===== src/rtl/bus_initiator.sv =====
`default_nettype none
// ============================================================================
//  Module   : bus_initiator
//  Purpose  : CPU/DMA-side master for the on-chip synchronous bus
//             (sync/stb/we/wtbt/ack). Turns a single-shot request into an
//             address-valid -> strobe -> ack -> release sequence, with a
//             strobe timeout and odd-address detection.
//  Revision : 1.0 - initial release
// ============================================================================
module bus_initiator #(
    parameter int TIMEOUT = 64
) (
    input  logic        clk_sys,
    input  logic        reset,
    input  logic        ce,
    input  logic        req,
    input  logic        req_we,
    input  logic        req_byte,
    input  logic [15:0] req_addr,
    input  logic [15:0] req_wdata,
    output logic        busy,
    output logic        done,
    output logic        err,
    output logic [15:0] rdata,
    output logic [15:0] bus_addr,
    output logic [15:0] bus_dout,
    input  logic [15:0] bus_din,
    output logic        bus_sync,
    output logic        bus_we,
    output logic [1:0]  bus_wtbt,
    output logic        bus_stb,
    input  logic        bus_ack
);

    localparam logic [2:0] c_IDLE   = 3'd0;
    localparam logic [2:0] c_ADDR   = 3'd1;
    localparam logic [2:0] c_STROBE = 3'd2;
    localparam logic [2:0] c_HOLD   = 3'd3;
    localparam logic [2:0] c_FIN    = 3'd4;

    // Counter value on the last permitted strobe period.
    localparam logic [9:0] c_CNT_LAST = 10'(TIMEOUT - 1);

    logic [2:0]  r_state;
    logic [2:0]  w_state_next;
    logic [9:0]  r_cnt;
    logic        r_err_pending;
    logic        r_done;
    logic        r_err;
    logic [15:0] r_rdata;
    logic [15:0] r_bus_addr;
    logic [15:0] r_bus_dout;
    logic        r_bus_we;
    logic [1:0]  r_bus_wtbt;

    logic        w_accept;
    logic        w_odd;
    logic        w_cnt_last;
    logic [1:0]  w_wtbt;
    logic [15:0] w_dout;

    assign w_accept   = ce & req;
    assign w_odd      = ~req_byte & req_addr[0];
    assign w_cnt_last = (r_cnt == c_CNT_LAST);

    // Lane selection for the request being accepted: reads drive no data,
    // byte writes replicate the byte on both lanes.
    always_comb begin
        w_wtbt = 2'b00;
        w_dout = 16'h0000;
        if (req_we) begin
            if (req_byte) begin
                w_wtbt = req_addr[0] ? 2'b10 : 2'b01;
                w_dout = {req_wdata[7:0], req_wdata[7:0]};
            end else begin
                w_wtbt = 2'b11;
                w_dout = req_wdata;
            end
        end
    end

    // State register.
    always_ff @(posedge clk_sys) begin
        if (reset) begin
            r_state <= c_IDLE;
        end else begin
            r_state <= w_state_next;
        end
    end

    // Next-state: every phase except FIN waits for a ce cycle.
    always_comb begin
        w_state_next = r_state;
        case (r_state)
            c_IDLE:   if (w_accept) w_state_next = w_odd ? c_FIN : c_ADDR;
            c_ADDR:   if (ce) w_state_next = c_STROBE;
            c_STROBE: if (ce && (bus_ack || w_cnt_last)) w_state_next = c_HOLD;
            c_HOLD:   if (ce) w_state_next = c_FIN;
            c_FIN:    w_state_next = c_IDLE;
            default:  w_state_next = c_IDLE;
        endcase
    end

    // Bus framing and busy follow directly from the phase.
    always_comb begin
        bus_sync = (r_state == c_ADDR) || (r_state == c_STROBE) || (r_state == c_HOLD);
        bus_stb  = (r_state == c_STROBE);
        busy     = (r_state != c_IDLE);
    end

    // Datapath: latch the request, run the strobe timer, capture read data
    // and produce the single-cycle done/err report.
    always_ff @(posedge clk_sys) begin
        if (reset) begin
            r_cnt         <= 10'd0;
            r_err_pending <= 1'b0;
            r_done        <= 1'b0;
            r_err         <= 1'b0;
            r_rdata       <= 16'h0000;
            r_bus_addr    <= 16'h0000;
            r_bus_dout    <= 16'h0000;
            r_bus_we      <= 1'b0;
            r_bus_wtbt    <= 2'b00;
        end else begin
            r_done <= 1'b0;
            r_err  <= 1'b0;
            case (r_state)
                c_IDLE: begin
                    if (w_accept) begin
                        if (w_odd) begin
                            // Misaligned word access never reaches the bus.
                            r_err_pending <= 1'b1;
                        end else begin
                            r_err_pending <= 1'b0;
                            r_bus_addr    <= req_addr;
                            r_bus_dout    <= w_dout;
                            r_bus_we      <= req_we;
                            r_bus_wtbt    <= w_wtbt;
                        end
                    end
                end
                c_ADDR: begin
                    if (ce) r_cnt <= 10'd0;
                end
                c_STROBE: begin
                    if (ce) begin
                        if (bus_ack) begin
                            if (!r_bus_we) r_rdata <= bus_din;
                            r_err_pending <= 1'b0;
                        end else if (w_cnt_last) begin
                            r_err_pending <= 1'b1;
                        end else begin
                            r_cnt <= r_cnt + 10'd1;
                        end
                    end
                end
                c_HOLD: begin
                    if (ce) begin
                        r_bus_we   <= 1'b0;
                        r_bus_wtbt <= 2'b00;
                    end
                end
                c_FIN: begin
                    r_done <= 1'b1;
                    r_err  <= r_err_pending;
                end
                default: ;
            endcase
        end
    end

    assign done     = r_done;
    assign err      = r_err;
    assign rdata    = r_rdata;
    assign bus_addr = r_bus_addr;
    assign bus_dout = r_bus_dout;
    assign bus_we   = r_bus_we;
    assign bus_wtbt = r_bus_wtbt;

endmodule
`default_nettype wire

===== config.mk =====
export PLATFORM = sky130hd
export DESIGN_NAME = bus_initiator
export DESIGN_NICKNAME = d
export VERILOG_FILES = /design/src/rtl/bus_initiator.sv
export SDC_FILE = /design/constraint.sdc
export NUM_CORES = 1
export LEC_CHECK = 0
export BUFFER_PORTS_ARGS = -buffer_cell sky130_fd_sc_hd__clkbuf_2
export CAP_MARGIN = 20
export CORE_MARGIN = 2
export CORE_UTILIZATION = 52
export DETAILED_ROUTE_END_ITERATION = 8
export GPL_TIMING_DRIVEN = 0
export PLACE_DENSITY_LB_ADDON = 0.05
export SLEW_MARGIN = 20
export SYNTH_ARGS = -nofsm -noshare
export SYNTH_HDL_FRONTEND = slang
export SYNTH_SLANG_ARGS = --single-unit

===== constraint.sdc =====
create_clock -name clk_sys -period 2.9 [get_ports clk_sys]
set_input_delay 0.58 -clock clk_sys [delete_from_list [all_inputs] [get_ports clk_sys]]
set_output_delay 0.58 -clock clk_sys [all_outputs]
set_load 0.05 [all_outputs]

# Word-level counts from Yosys, hierarchy flattened

Cells that the tools add are included.

Bits in registers: 67
Input port bits: 55
Output and inout port bits: 56

Add/sub/neg operators: 1
Equal/unequal tests: 14
Muxes and demuxes: 31
Bitwise operators: 6
Reductions and logical operators: 16

Operators by type and width:

| operator                                                                 | number |
|---|---|
| 10-bit two-way mux                                                       | 4 |
| 16-bit two-way mux                                                       | 2 |
| 10-bit one-hot mux with 2 select lines                                   | 1 |
| 4-bit AND reduction                                                      | 4 |
| 3-bit two-way mux                                                        | 5 |
| 2-bit inequality test (second input constant)                            | 7 |
| 2-bit two-way mux                                                        | 6 |
| 3-bit one-hot mux with 4 select lines                                    | 1 |
| 10-bit by 1-bit adder with 10-bit output (second input constant)         | 1 |
| 10-bit by 6-bit equality test with 1-bit output (second input constant)  | 1 |
| 1-bit two-way mux                                                        | 9 |
| 3-bit by 2-bit equality test with 1-bit output (second input constant)   | 2 |
| 2-bit nonzero test                                                       | 3 |
| 5-bit AND reduction                                                      | 1 |
| 1-bit inverter                                                           | 4 |
| 1-bit one-hot mux with 2 select lines                                    | 2 |
| 2-bit one-hot mux with 2 select lines                                    | 1 |
| 3-bit by 1-bit equality test with 1-bit output (second input constant)   | 1 |
| 3-bit equality test (second input constant)                              | 1 |
| 3-bit zero test                                                          | 1 |
| 1-bit logical OR                                                         | 3 |
| 3-bit by 1-bit inequality test with 1-bit output (second input constant) | 1 |
| 3-bit AND reduction                                                      | 1 |
| 3-bit nonzero test                                                       | 1 |
| other kinds (4)                                                          | 5 |

# Longest topological paths before layout

Gate-level depths: netlist of the first run.

Word-level depth: 6
Gate-level depth with buffers: 8
Mapped depth without buffers: 5

# Worst setup path before layout of the first run

No wires, ideal clock.

Kind: register -> output
Start point: reg r_state[1]
End point: out bus_sync
Data arrival time: 1.342 ns
Required time: 2.320 ns
Setup slack: 0.978 ns
Stages on the path, launching flop included: 4
Path through: dfxtp_1 > clkbuf_1 > nor2_1 > nor2_1

Longest elaborated chain between the ends: 3
Elaborated cells on any way between the ends: 5

Ends and longest elaborated chain:

| item                                                                                                                    | RTL line | text |
|---|---|---|
| start: declaration                                                                                                      | 44       | `logic [2:0] r_state;` |
| start signal: assignment                                                                                                | 85       | `r_state <= c_IDLE;` |
| start signal: assignment                                                                                                | 87       | `r_state <= w_state_next;` |
| 3-bit by 1-bit equality test with 1-bit output / 3-bit by 2-bit equality test with 1-bit output (equally long branches) | 106      | `bus_sync = (r_state == c_ADDR) \|\| (r_state == c_STROBE) \|\| (r_state == c_HOLD);` |
| 1-bit logical OR                                                                                                        | 106      |  |
| 1-bit logical OR *                                                                                                      | 106      |  |
| end: declaration                                                                                                        | 28       | `output logic bus_sync,` |

Every way passes the cells marked *; elsewhere a longest branch is shown, timed or not.

# Worst setup path in the final report of the first run

Start point: reg r_state[2]
End point: out bus_stb

Longest elaborated chain between the ends: 1

Ends and longest elaborated chain:

| item                                           | RTL line | text |
|---|---|---|
| 3-bit by 2-bit equality test with 1-bit output | 107      | `bus_stb = (r_state == c_STROBE);` |
| end: declaration                               | 31       | `output logic bus_stb,` |

Every way passes these cells.

==> results of run 1 <==
-- layout make-up --
class	count	area share
tap	70	0.0235
inverter	4	0.00403
clock buffer	9	0.0333
buffer	26	0.0359
timing repair buffer	109	0.146
multi-input combinational	243	0.353
sequential	67	0.360
clock inverter	7	0.0440
-- critical path: cells and delay by family, from the launching register on --
family        cells  cell delay, ns
buf+inv           4            0.61
simple gates      1            0.38
flops             1            0.31
-- synthesized netlist by cell type (2+ instances only) --
library cell,n,share of area
nor2_1,5,0.0067
a21oi_1,60,0.11
clkbuf_1,17,0.023
nand3_1,20,0.036
a22o_1,2,0.0062
or3_1,5,0.011
nor3_1,3,0.0054
buf_2,4,0.0071
o21ai_0,2,0.0036
inv_1,4,0.0054
or4_1,8,0.021
mux2_2,8,0.032
a21o_1,2,0.0054
dfxtp_1,67,0.48
nor4b_1,2,0.0062
nor2b_1,2,0.0045
nor3b_1,3,0.0080
and2_1,2,0.0045
nand2_1,89,0.12
o31ai_1,7,0.019
o21ai_1,2,0.0036
nand2b_1,2,0.0045
buf_6,4,0.016
-- power by group --
part           internal, W  total (W)  switching [W]
Clock             0.000745    0.00111       0.000366
Combinational    0.0000827   0.000265       0.000183
Sequential        0.000942   0.000955      0.0000132
-- per-stage QoR --
stage | cells | total power, W | worst slack [ns] | hold slack (ns)
finish | 535 | 0.00233 | 0.678 | 0.446
global route | 535 | 0.00241 | 0.642 | 0.441
CTS | 535 | 0.00234 | 0.673 | 0.440
detailed placement | 519 | 0.00124 | 0.753 | 0.447
global placement | 519 | 0.00124 | 0.777 | 0.439
floorplan | 340 | 0.00115 | 0.978 | 0.431
-- final timing paths --
kind / startpoint / to / cells past startpoint
min: req_addr[10] / bus_addr[10] / 3
max reg2reg: r_cnt[6] / r_state[0] / 4
min reg2reg: bus_addr[10] / bus_addr[10] / 2
max: r_state[2] / bus_stb / 5
-- per-layer routing --
metal / share of wire / global-route usage / up-vias
met2: 0.51 / 0.453 / 91
li1: - / - / 1424
met4: 0.023 / 0.123 / 0
met1: 0.41 / 0.282 / 1315
met3: 0.058 / 0.0640 / 13
met5: 0 / 0 / -
-- flip-flops by register name (all words and copies together) (netlist names) --
register	cells
bus_dout	16
bus_addr	16
err	1
r_state	3
bus_we	1
done	1
r_cnt	10
rdata	16
bus_wtbt	2
r_err_pending	1
-- logic make-up after synthesis --
kind of cell	Yosys count	share of synthesized area
AO/OA/AOI/OAI	83	0.169
flip-flops	67	0.478
multiplexers	8	0.0321
AND/OR/NAND/NOR	150	0.260
adder cells (fa/ha/maj)	1	0.00446
buffers and inverters	30	0.0531
XOR/XNOR	1	0.00312
==> impl_metrics.py, run 1 <==
metrics = {
    "run_status": {
        "status": "finished clean",
    },
    "cts": {
        "htree_levels": 3,
        "cts_tree": "yes",
        "post_cts_resized": 0,
        "cts_setup_buffers": 0,
        "cts.clk_slew.worst_paths_ns": 0.08,
        "cts_num_sinks": 67,
        "clockBufferDepth": 2,
        "cts_buffers": 9,
        "root_buffer": "clkbuf_8",
        "clock_latency_ns": 0.34,
        "cts_hold_buf": 0,
    },
    "synthesis": {
        "avgSynthCellArea_um2": 8.25,
        "synth_nets": 396,
        "synth_edf_count": 0,
        "ys_ff_latch": 67,
        "ys_seq_area_frac": 0.478,
        "yosys_warnings": 0,
        "async_reset_ff_frac": 0,
        "ys_types": 43,
        "synthCells": 340,
        "syn_area_um2": 2800,
        "ys_dominant_reg_cell": "dfxtp_1",
    },
    "layout": {
        "regArea_um2": 1340,
        "fillerInstances": 458,
        "area_delta_synth_final_pct": 32.8,
        "postLayoutCoreUtil": 0.725,
        "layout_commonest_cell": "clkbuf_2",
        "antenna_cells": 0,
        "drive_above_1_share": 0.314,
        "final_cell_mix": "110 x clkbuf_2, 89 x nand2_1, 67 x dfxtp_1, 60 x a21oi_1, 20 x nand3_1",
        "nets": 516,
        "multi_input_comb_area_um2": 1310,
        "final_area_um2": 3720,
    },
    "setup_path": {
        "crit_fanout": 9,
        "critical-path-top-cell-by-count": "buf_6",
        "rrSetupSlack_ns": 0.98,
        "worstPathCellList": "buf_6 > or3b_1 > buf_6 > inv_1 > clkbuf_2",
        "cp-start-kind": "flop",
        "cp.arrival_ns": 1.64,
        "cp_slowest_cell": "or3b_1",
        "worstSetupPathType": "flop to output pin",
        "crit_required_ns": 2.32,
        "cp-end-kind": "output pin",
        "slowest_delay_ns": 0.38,
    },
    "die": {
        "die_area_um2": 6000,
        "rows": 26,
        "pin_count": 111,
        "die_w_um": 77.4,
        "initial_core_util": 0.546,
        "core_area_um2": 5140,
        "die_height_um": 77.4,
    },
    "drt": {
        "drt-total-wl_um": 7380,
        "drc": 0,
        "first_pass_iters": 4,
        "num_vias": 2843,
        "drtIter0Drc": 109,
        "ant_nets": 0,
        "wl_per_cell_um": 13.8,
        "vias_per_cell": 5.31,
    },
    "timing": {
        "max_freq_ghz": 0.450,
        "period_needed_ns": 2.22,
        "clock_skew_ns": 0.00923,
        "slew_headroom": 0.621,
        "tns_ns": 0,
        "period_share": 0.766,
        "slew_violations": 0,
        "tightest_slew_ns": 0.561,
        "rsz0062_at_grt": "no",
        "finalHoldViolCount": 0,
        "setup_viol": 0,
    },
    "grt": {
        "grt_max_degree": 13,
        "grt_overflow": 0,
        "antenna_found_initial": 0,
        "grt_pass1_vias": 2769,
        "grt_pass1_wl_um": 12300,
        "grt_usage": 0.255,
    },
    "place": {
        "gp_congestion": 0.791,
        "post_dp_cell_area_um2": 3440,
        "port_buffers": 109,
        "dp_hpwl_um": 5340,
    },
    "power": {
        "ir_drop_mv": 0.433,
        "powerDensity_nw_per_um2": 626,
        "p_leak_nw": 1.55,
    },
    "flow_run": {
        "drv_cap": 0,
    },
    "min_path": {
        "hold_path_class": "input port to flop",
    },
}
Power figures use the tool's default switching activity.
==> inputs of run 2 (changes only) <==
ABC_AREA = 1   (was not set)
CORE_UTILIZATION = 49   (was 52)
clock period = 2.2 ns   (was 2.9 ns; I/O delays follow)
==> run 2 against run 1 <==
Compared with the run above: highest routed layer unchanged; non-clock buffer count decreased by 9; critical endpoint unchanged; area after synthesis increased by 4.6%; critical path depth decreased by 1; register-to-register slack got worse by 0.36 ns; global-route usage decreased by 1.4 points; sequential share of layout area decreased by 0.39 points; combinational power increased to 6.6 times the previous value; sequential power increased by 59%; final area increased by 1.1%; die area increased by 10%; via count increased by 6.1%.
==> impl_metrics.py, run 2 <==
metrics = {
    "run_status": {
        "status": "finished clean",
    },
    "grt": {
        "grt_overflow": 0,
        "grt_usage": 0.240,
        "antenna_found_initial": 0,
        "grt_max_degree": 13,
        "grt_pass1_wl_um": 12200,
        "grt_pass1_vias": 2741,
    },
    "timing": {
        "slew_violations": 0,
        "slew_headroom": 0.622,
        "rsz0062_at_grt": "no",
        "period_needed_ns": 1.84,
        "tightest_slew_ns": 0.567,
        "period_share": 0.838,
        "setup_viol": 0,
        "finalHoldViolCount": 0,
        "tns_ns": 0,
        "max_freq_ghz": 0.543,
        "clock_skew_ns": 0.00624,
    },
    "setup_path": {
        "worstPathCellList": "nor2_4 > nand2_2 > inv_2 > clkbuf_2",
        "cp_slowest_cell": "dfxtp_1",
        "worstSetupPathType": "flop to output pin",
        "cp-end-kind": "output pin",
        "crit_fanout": 6,
        "cp.arrival_ns": 1.40,
        "slowest_delay_ns": 0.38,
        "cp-start-kind": "flop",
        "crit_required_ns": 1.76,
    },
    "synthesis": {
        "synth_nets": 475,
        "ys_types": 27,
        "synthCells": 419,
        "netlist_top_cells_count": "112 x nor2_1, 67 x dfxtp_1, 67 x nand2_1",
        "async_reset_ff_frac": 0,
        "yosys-top-cells-area": "dfxtp_1 46%, nor2_1 14%, nand2_1 8.6%",
        "yosys.area.top_type_share": 0.457,
        "synth_edf_count": 0,
        "syn_area_um2": 2930,
        "ys_dominant_reg_cell": "dfxtp_1",
        "yosys_warnings": 0,
        "yosysMostFrequentCell": "nor2_1",
        "ys_seq_area_frac": 0.457,
        "ys_ff_latch": 67,
        "yosysTopAreaCell": "dfxtp_1",
        "avgSynthCellArea_um2": 7.00,
    },
    "place": {
        "dpl.cell_count": 603,
        "gp_congestion": 0.920,
        "dp_hpwl_um": 5740,
        "port_buffers": 109,
    },
    "cts": {
        "cts_buffers": 9,
        "htree_levels": 3,
        "cts_num_sinks": 67,
        "post_cts_resized": 0,
        "cts_tree": "yes",
        "root_buffer": "clkbuf_8",
        "cts_setup_buffers": 0,
        "clock_latency_ns": 0.34,
        "cts.clk_slew.worst_paths_ns": 0.08,
        "cts_hold_buf": 0,
        "clockBufferDepth": 2,
    },
    "drt": {
        "vias_per_cell": 4.87,
        "ant_nets": 0,
        "drtIter0Drc": 111,
        "drt-total-wl_um": 7460,
        "wl_per_cell_um": 12.1,
        "num_vias": 3017,
        "drc": 0,
        "first_pass_iters": 4,
    },
    "die": {
        "rows": 28,
        "pin_count": 111,
        "die_area_um2": 6620,
        "initial_core_util": 0.501,
        "die_height_um": 81.4,
        "die_w_um": 81.4,
        "core_area_um2": 5850,
    },
    "power": {
        "ir_drop_mv": 0.792,
        "total_power_w": 0.00426,
        "p_leak_nw": 1.77,
        "powerDensity_nw_per_um2": 1130,
    },
    "layout": {
        "instances_no_fill": 619,
        "drive_above_1_share": 0.283,
        "antenna_cells": 0,
        "layout_commonest_cell": "nor2_1",
        "final_cell_mix": "112 x nor2_1, 110 x clkbuf_2, 67 x nand2_1, 67 x dfxtp_1, 32 x o21ai_0",
        "nets": 595,
        "area_delta_synth_final_pct": 28.4,
    },
    "flow_run": {
        "drv_cap": 0,
    },
    "min_path": {
        "hold_path_class": "input port to flop",
    },
}
## run 2: cell types whose count changed after synthesis, sizes merged, moves of 8 or more
cell / change
nor2: +112
o21ai: +46
a21oi: -35
inv: +25
nand2: -20
clkbuf: -10
nand3: +9
or4: -9
mux2: -8
## run 2: critical path, delay by kind of cell, from the launching register on
family        cells  cell delay [ns]
buf+inv           2             0.41
flops             1             0.38
simple gates      2             0.26
## run 2: where the power goes
| part | internal (W) | switching [W] |
|---|---|---|
| sequential | 0.00139 | 0.000133 |
| combinational | 0.000444 | 0.00130 |
| clock | 0.000518 | 0.000478 |
| total | 0.00235 | 0.00191 |
## run 2: area by class of cell
type	count	area, µm²
multi-input cells	304	1380
clock inverters	7	68.8
well taps	75	93.8
repair buffers	109	546
clock buffers	9	124
inverters	31	116
plain buffers	17	92.6
fillers	541	2080
flip-flops and latches	67	1340
## run 2: worst paths after layout
check	startpoint	endpoint	slack, ns	depth (start not counted)
hold / removal	bus_din[8]	rdata[8]	0.31	3
setup reg to reg	r_cnt[0]	r_state[0]	0.62	8
setup / recovery	r_state[0]	bus_stb	0.36	4
hold reg to reg	bus_wtbt[1]	bus_wtbt[1]	0.46	2
## run 2: layer usage
metal | up-vias | GRT usage | wire length [µm]
li1 | 1593 | - | -
met1 | 1340 | 0.286 | 3190
met2 | 77 | 0.401 | 3680
met3 | 7 | 0.0767 | 500
met4 | 0 | 0.0949 | 93
met5 | - | 0 | 0
## run 2: logic make-up after synthesis
kind of cell,count (synthesis),synth area share
buffers and inverters,48,0.0712
adder cells (fa/ha/maj),1,0.00426
AO/OA/AOI/OAI,79,0.142
flip-flops,67,0.457
AND/OR/NAND/NOR,224,0.326
## run 2: per-stage QoR
stage                util  setup WS [ns]  cell area (µm²)  hold slack [ns]
floorplan               -          0.582             2930            0.421
detailed placement  0.611          0.544             3570            0.455
finish              0.644          0.357             3770            0.314
CTS                 0.644          0.337             3770            0.301
global route        0.644          0.260             3770            0.309
global placement    0.611          0.570             3570            0.454
